## config.mk

```make
export PLATFORM = sky130hd
export DESIGN_NAME = alu_dispatch
export DESIGN_NICKNAME = d
export VERILOG_FILES = /design/src/rtl/alu_pkg.sv /design/src/rtl/alu_dispatch_fifo.sv /design/src/rtl/alu_dispatch.sv
export SDC_FILE = /design/constraint.sdc
export NUM_CORES = 1
export LEC_CHECK = 0
export ABC_AREA = 1
export CELL_PAD_IN_SITES_DETAIL_PLACEMENT = 1
export CELL_PAD_IN_SITES_GLOBAL_PLACEMENT = 2
export CORE_MARGIN = 2
export CORE_UTILIZATION = 30
export DETAILED_ROUTE_END_ITERATION = 8
export PLACE_DENSITY_LB_ADDON = 0.1
export SLEW_MARGIN = 0
export SYNTH_ARGS = -nofsm -noshare
export SYNTH_HDL_FRONTEND = slang
export SYNTH_SLANG_ARGS = --single-unit
```

## constraint.sdc

```tcl
create_clock -name clk -period 9.36 [get_ports clk]
set_input_delay 2.34 -clock clk [delete_from_list [all_inputs] [get_ports clk]]
set_output_delay 2.34 -clock clk [all_outputs]
set_load 0.005 [all_outputs]
```

## src/rtl/alu_pkg.sv

```systemverilog
// rtl/alu_pkg.sv - shared ALU dispatch types and constants
package alu_pkg;

    localparam logic [6:0] CUSTOM0_OPCODE = 7'b0001011;

    typedef enum logic [3:0] {
        OP_ADD      = 4'b0000,
        OP_SUB      = 4'b0001,
        OP_AND      = 4'b0010,
        OP_OR       = 4'b0011,
        OP_POPCOUNT = 4'b0100,
        OP_CLZ      = 4'b0101,
        OP_ILLEGAL  = 4'b1111
    } alu_op_e;

    typedef struct packed {
        alu_op_e     op_code;
        logic [31:0] operand_a;
        logic [31:0] operand_b;
        logic [4:0]  rd;
        logic        illegal;
    } alu_entry_t;

endpackage

```

## src/rtl/alu_dispatch_fifo.sv

```systemverilog
// rtl/alu_dispatch_fifo.sv - in-order buffer of decoded ALU entries
module alu_dispatch_fifo
    import alu_pkg::*;
#(
    parameter int DEPTH = 2
) (
    input  logic       clk,
    input  logic       rst_n,
    input  logic       s_tvalid,
    output logic       s_tready,
    input  alu_entry_t s_tdata,
    output logic       m_tvalid,
    input  logic       m_tready,
    output alu_entry_t m_tdata
);

    localparam int PW = (DEPTH > 1) ? $clog2(DEPTH) : 1;
    localparam int CW = $clog2(DEPTH + 1);
    localparam logic [CW-1:0] FULL = CW'(DEPTH);

    alu_entry_t    mem_q [DEPTH];
    logic [PW-1:0] wptr_q, wptr_d;
    logic [PW-1:0] rptr_q, rptr_d;
    logic [CW-1:0] count_q, count_d;
    logic          push, pop;

    // Both handshakes depend only on the registered count, so ready never sees out_ready.
    assign s_tready = (count_q < FULL);
    assign m_tvalid = (count_q != '0);
    assign push     = s_tvalid && s_tready;
    assign pop      = m_tvalid && m_tready;
    assign m_tdata  = m_tvalid ? mem_q[rptr_q] : '0;

    always_comb begin
        wptr_d  = push ? wptr_q + PW'(1) : wptr_q;
        rptr_d  = pop  ? rptr_q + PW'(1) : rptr_q;
        count_d = count_q;
        case ({push, pop})
            2'b10:   count_d = count_q + CW'(1);
            2'b01:   count_d = count_q - CW'(1);
            default: count_d = count_q;
        endcase
    end

    always_ff @(posedge clk or negedge rst_n) begin
        if (!rst_n) begin
            wptr_q  <= '0;
            rptr_q  <= '0;
            count_q <= '0;
        end else begin
            wptr_q  <= wptr_d;
            rptr_q  <= rptr_d;
            count_q <= count_d;
        end
    end

    always_ff @(posedge clk) begin
        if (push) begin
            mem_q[wptr_q] <= s_tdata;
        end
    end

endmodule

```

## src/rtl/alu_dispatch.sv

```systemverilog
// rtl/alu_dispatch.sv - custom-0 ALU decode and dispatch buffer
// Optional perf counters enabled by ALU_DISPATCH_PERF_EN.
module alu_dispatch
    import alu_pkg::*;
#(
    parameter int DEPTH = 2
) (
    input  logic        clk,
    input  logic        rst_n,
    input  logic        in_valid,
    output logic        in_ready,
    input  logic [31:0] in_instr,
    input  logic [31:0] in_rs1_val,
    input  logic [31:0] in_rs2_val,
    output logic        out_valid,
    input  logic        out_ready,
    output logic [31:0] operand_a,
    output logic [31:0] operand_b,
    output logic [3:0]  op_code,
    output logic [4:0]  out_rd,
    output logic        out_illegal
`ifdef ALU_DISPATCH_PERF_EN
    ,
    output logic [31:0] perf_issued,
    output logic [31:0] perf_illegal
`endif
);

    alu_entry_t dec;
    alu_entry_t out_entry;
    logic       is_custom0;
    logic       unused_instr_bits;

    assign is_custom0        = (in_instr[6:0] == CUSTOM0_OPCODE) && (in_instr[31:25] == 7'd0);
    assign unused_instr_bits = ^in_instr[24:15];

    always_comb begin
        dec         = '0;
        dec.rd      = in_instr[11:7];
        dec.op_code = OP_ILLEGAL;
        dec.illegal = 1'b1;
        if (is_custom0) begin
            dec.illegal   = 1'b0;
            dec.operand_a = in_rs1_val;
            dec.operand_b = in_rs2_val;
            case (in_instr[14:12])
                3'b000: dec.op_code = OP_ADD;
                3'b001: dec.op_code = OP_SUB;
                3'b010: dec.op_code = OP_AND;
                3'b011: dec.op_code = OP_OR;
                3'b100: dec.op_code = OP_POPCOUNT;
                3'b101: dec.op_code = OP_CLZ;
                default: begin
                    dec.op_code   = OP_ILLEGAL;
                    dec.illegal   = 1'b1;
                    dec.operand_a = '0;
                    dec.operand_b = '0;
                end
            endcase
            // Unary ops ignore rs2.
            if (dec.op_code == OP_POPCOUNT || dec.op_code == OP_CLZ) begin
                dec.operand_b = '0;
            end
        end
    end

    alu_dispatch_fifo #(.DEPTH(DEPTH)) u_fifo (
        .clk      (clk),
        .rst_n    (rst_n),
        .s_tvalid (in_valid),
        .s_tready (in_ready),
        .s_tdata  (dec),
        .m_tvalid (out_valid),
        .m_tready (out_ready),
        .m_tdata  (out_entry)
    );

    assign op_code     = out_entry.op_code;
    assign operand_a   = out_entry.operand_a;
    assign operand_b   = out_entry.operand_b;
    assign out_rd      = out_entry.rd;
    assign out_illegal = out_entry.illegal;

`ifdef ALU_DISPATCH_PERF_EN
    logic [31:0] perf_issued_q;
    logic [31:0] perf_illegal_q;

    always_ff @(posedge clk or negedge rst_n) begin
        if (!rst_n) begin
            perf_issued_q  <= '0;
            perf_illegal_q <= '0;
        end else if (out_valid && out_ready) begin
            perf_issued_q <= perf_issued_q + 32'd1;
            if (out_illegal) begin
                perf_illegal_q <= perf_illegal_q + 32'd1;
            end
        end
    end

    assign perf_issued  = perf_issued_q;
    assign perf_illegal = perf_illegal_q;
`endif

endmodule

```

==> reports/qor.log <==
qor: route.drt_pass1_iterations 6
qor: worst_hold_path.hold-path-endpoint u_fifo.count_q[0]
qor: timing.max_slew_margin 0.311
qor: timing.worst_pin_slew 1.03 ns
qor: synthesis.synth.yosys.warnings 0
qor: setup_path.reg2reg_to u_fifo.count_q[1]
qor: timing.fin_worst_skew 0.00997 ns
qor: floorplanning.die_footprint 22600 µm²
qor: synthesis.post_synth.cell_area_avg 11.4 µm²
qor: synthesis.compound_gate_fraction_of_synth_area 0.0618
qor: layout.post_route_cells_drive_above_1_share 0.137
qor: route.route.detailed.drc 0
qor: route.detail-route-antenna-nets 0
qor: cts.clock_path_buffers 2
qor: cts.cts_hold_buf 0
qor: timing.final.setup.worst_slack 4.00 ns
qor: synthesis.post-synth-top-area-fraction 0.684
qor: route.route.vias.total 4466
qor: synthesis.synth_area_leader_cell sky130_fd_sc_hd__edfxtp_1
qor: timing.totalNegativeSetupSlack 0 ns
qor: global_routing.groute.usage.overall 0.152
qor: synthesis.post_synth_mux_area_share 0
qor: global_routing.grt_pass1_vias 4877
qor: synthesis.synth_top_family_by_area simple AND/OR/NAND/NOR gates
qor: setup_path.setup.reg_to_reg.worst_slack 6.49 ns
qor: cts.tritoncts done
qor: route.route.detailed.vias_per_inst 4.41
qor: synthesis.mappedNetlistNets 666
qor: layout.area_used_by_multi_input_combinational_logic 1500 µm²
qor: timing.finalWorstPathRequiredPeriod 5.36 ns
qor: cts.cts_resized 0
qor: layout.num-nets-final 826
qor: layout.num_antenna_cells 0
qor: synthesis.synth_seq_cells 150
qor: global_routing.wire_length_of_the_first_global_routing_pass 25500 µm
qor: timing.rsz0062_at_grt no
qor: timing.fmax 187 MHz
qor: timing.timing_max_transition_violations_final 0
qor: setup_path.worst_r2r_startpoint u_fifo.count_q[0]
qor: setup_path.worst_setup_path_start_kind register
qor: place.detailed_place_hpwl 9810 µm
qor: worst_hold_path.worstHoldPathCells 1
qor: synthesis.netlist-cell-type-count 19
qor: floorplanning.design.core.area 21000 µm²
qor: synthesis.synth_seq_area_share 0.699
qor: route.wl 16600 µm
qor: floorplanning.start_util 0.305
qor: synthesis.synth.top_cells.by_area sky130_fd_sc_hd__edfxtp_1 (68%), sky130_fd_sc_hd__nand2_1 (9.0%), sky130_fd_sc_hd__nor2_2 (5.9%), sky130_fd_sc_hd__a21oi_1 (5.8%), sky130_fd_sc_hd__inv_1 (4.2%)
qor: place.placement_setup_slack 4.30 ns
qor: global_routing.maximum_number_of_pins_on_one_net_before_global_route_repair 76
qor: flow_run.max_cap_viol_count 0
qor: power.power_density 283 nW/µm²
qor: worst_hold_path.min_path_type reg2reg
qor: cts.cts_sink_cnt 150
qor: timing.hold_viol_final 0
qor: floorplanning.die_w 150 µm
qor: setup_path.reg2reg_depth 7
qor: synthesis.yosys.area_share.simple 0.161
qor: power.leakage 3.36 nW
qor: synthesis.synthAdderAreaFrac 0.00195
qor: route.wl_per_instance 16.4 µm
qor: global_routing.grt-ovfl-total 0
qor: global_routing.initial_antenna_violation_count 0
qor: cts.cts_inserted_buffers 17
qor: synthesis.syn_area 6410 µm²
qor: cts.cts_max_level 4
qor: cts.clock_latency 0.42 ns
qor: synthesis.synth_xor_area_frac 0.00546
qor: setup_path.crit_type reg2out
qor: timing.min_period_over_period 0.573
qor: synthesis.netlist_instances 565
qor: layout.regArea 4490 µm²
qor: floorplanning.die_height 150 µm
qor: layout.filler_cell_count 2289
qor: cts.cts.clk_slew.worst_paths 0.06 ns
qor: route.drt_iter0_markers 166
qor: place.routabilityCongestion 0.654
qor: run_status.outcome complete, no violations
qor: floorplanning.placementRows 53
qor: cts.clockRootBuffer sky130_fd_sc_hd__clkbuf_16
qor: cts.cts.repair_timing.setup_buffer_count 0
qor: layout.flow.area_growth_from_synthesis 38.6%
qor: place.io_buffers 165
qor: worst_hold_path.hold_path_startpoint u_fifo.count_q[0]
qor: setup_path.timing.critical_path.required 7.02 ns
qor: setup_path.arrival 3.02 ns
qor: setup_path.cp_max_fo 75
qor: power.ir_worst_vdd 123 µV
qor: setup_path.crit_path_end_kind output pin
qor: floorplanning.count_of_pins_on_the_block_boundary 176
qor: timing.setup_viol 0
[how the worst max path moves through the flow]
| stage | startpoint | slack, ns | cells after the start | to |
|---|---|---|---|---|
| 2_1_floorplan | in_valid | 3.35 | 2 | u_fifo.mem_q[0][0] |
| 3_3_place_gp | u_fifo.rptr_q | 4.32 | 6 | op_code[3] |
| 3_5_place_dp | u_fifo.rptr_q | 4.30 | 6 | op_code[3] |
| 4_1_cts | u_fifo.rptr_q | 3.84 | 6 | op_code[3] |
| 5_1_grt | u_fifo.rptr_q | 3.70 | 6 | op_code[3] |
| 6_report | u_fifo.rptr_q | 4.00 | 6 | op_code[3] |
[Yosys cell counts]
cell type / instances
sky130_fd_sc_hd__o21ai_0: 1
sky130_fd_sc_hd__edfxtp_1: 146
sky130_fd_sc_hd__a21oi_1: 74
sky130_fd_sc_hd__nand3_1: 1
sky130_fd_sc_hd__o211ai_4: 1
sky130_fd_sc_hd__nor2_1: 16
sky130_fd_sc_hd__dfrtp_1: 4
sky130_fd_sc_hd__inv_2: 1
sky130_fd_sc_hd__clkbuf_1: 9
sky130_fd_sc_hd__inv_1: 72
sky130_fd_sc_hd__ha_1: 1
sky130_fd_sc_hd__xnor2_1: 1
sky130_fd_sc_hd__nand2_1: 153
sky130_fd_sc_hd__nand3_4: 1
sky130_fd_sc_hd__buf_2: 14
sky130_fd_sc_hd__buf_4: 1
sky130_fd_sc_hd__xor2_1: 3
sky130_fd_sc_hd__buf_6: 6
sky130_fd_sc_hd__nor2_2: 60
[power by group]
group / internal (W) / switching, W / leakage (nW) / total [W]
registers: 0.000864 / 0.0000306 / 1.45 / 0.000894
clock network: 0.000418 / 0.000265 / 0.278 / 0.000682
logic: 0.000448 / 0.000491 / 1.63 / 0.000940
[cells in the final DEF (no fill, tap or decap), types with 2 or more instances in the layout]
master,n
sky130_fd_sc_hd__bufinv_16,3
sky130_fd_sc_hd__buf_4,6
sky130_fd_sc_hd__clkinv_4,2
sky130_fd_sc_hd__nand2_1,153
sky130_fd_sc_hd__nor2_1,13
sky130_fd_sc_hd__nor2_2,60
sky130_fd_sc_hd__nor2_4,3
sky130_fd_sc_hd__a21oi_1,74
sky130_fd_sc_hd__clkbuf_16,17
sky130_fd_sc_hd__dfrtp_1,3
sky130_fd_sc_hd__clkdlybuf4s50_1,165
sky130_fd_sc_hd__clkbuf_1,2
sky130_fd_sc_hd__clkinvlp_4,3
sky130_fd_sc_hd__clkinv_1,2
sky130_fd_sc_hd__edfxtp_1,146
sky130_fd_sc_hd__inv_1,72
sky130_fd_sc_hd__xor2_1,3
sky130_fd_sc_hd__clkinv_2,2
[metrics by stage]
stage	power (W)	area, µm²	std cells	utilization	hold WS (ns)
floorplan	0.00131	6410	565	-	0.483
CTS	0.00257	8890	1013	0.423	0.612
global placement	0.00187	8300	981	0.395	0.554
global route	0.00267	8890	1013	0.423	0.655
finish	0.00252	8890	1013	0.423	0.606
detailed placement	0.00188	8300	981	0.395	0.597
[final cells by class]
class                      count  area share
clock inverter                13      0.0176
sequential                   150       0.505
inverter                      73      0.0308
clock buffer                  19      0.0487
multi-input combinational    312       0.169
tap                          275      0.0387
timing repair buffer         171       0.191
[state kept, by name (all words and copies together) (netlist names)]
signal / cells
u_fifo.count_q: 2
u_fifo.mem_q: 146
u_fifo.rptr_q: 1
u_fifo.wptr_q: 1
[critical path, cell delays in order, from the launching register on]
cell and delay (ns):
sky130_fd_sc_hd__dfrtp_2 0.38, sky130_fd_sc_hd__buf_4 0.39, sky130_fd_sc_hd__inv_2 0.20, sky130_fd_sc_hd__buf_4 0.67
sky130_fd_sc_hd__nand2_1 0.11, sky130_fd_sc_hd__a21oi_1 0.26, sky130_fd_sc_hd__clkdlybuf4s50_1 0.55
[layer usage]
layer	global-route usage	share of wire	wire length, µm
met4	0.0495	0.012	192
met1	0.177	0.42	7030
met5	0	0	0
met3	0.0424	0.055	920
met2	0.269	0.51	8490
[logic make-up after synthesis]
group | Yosys count
AO/OA/AOI/OAI | 76
flip-flops | 150
adder cells (fa/ha/maj) | 1
AND/OR/NAND/NOR | 231
XOR/XNOR | 4
buffers and inverters | 103
No activity file was read; power rests on OpenSTA's default activity.
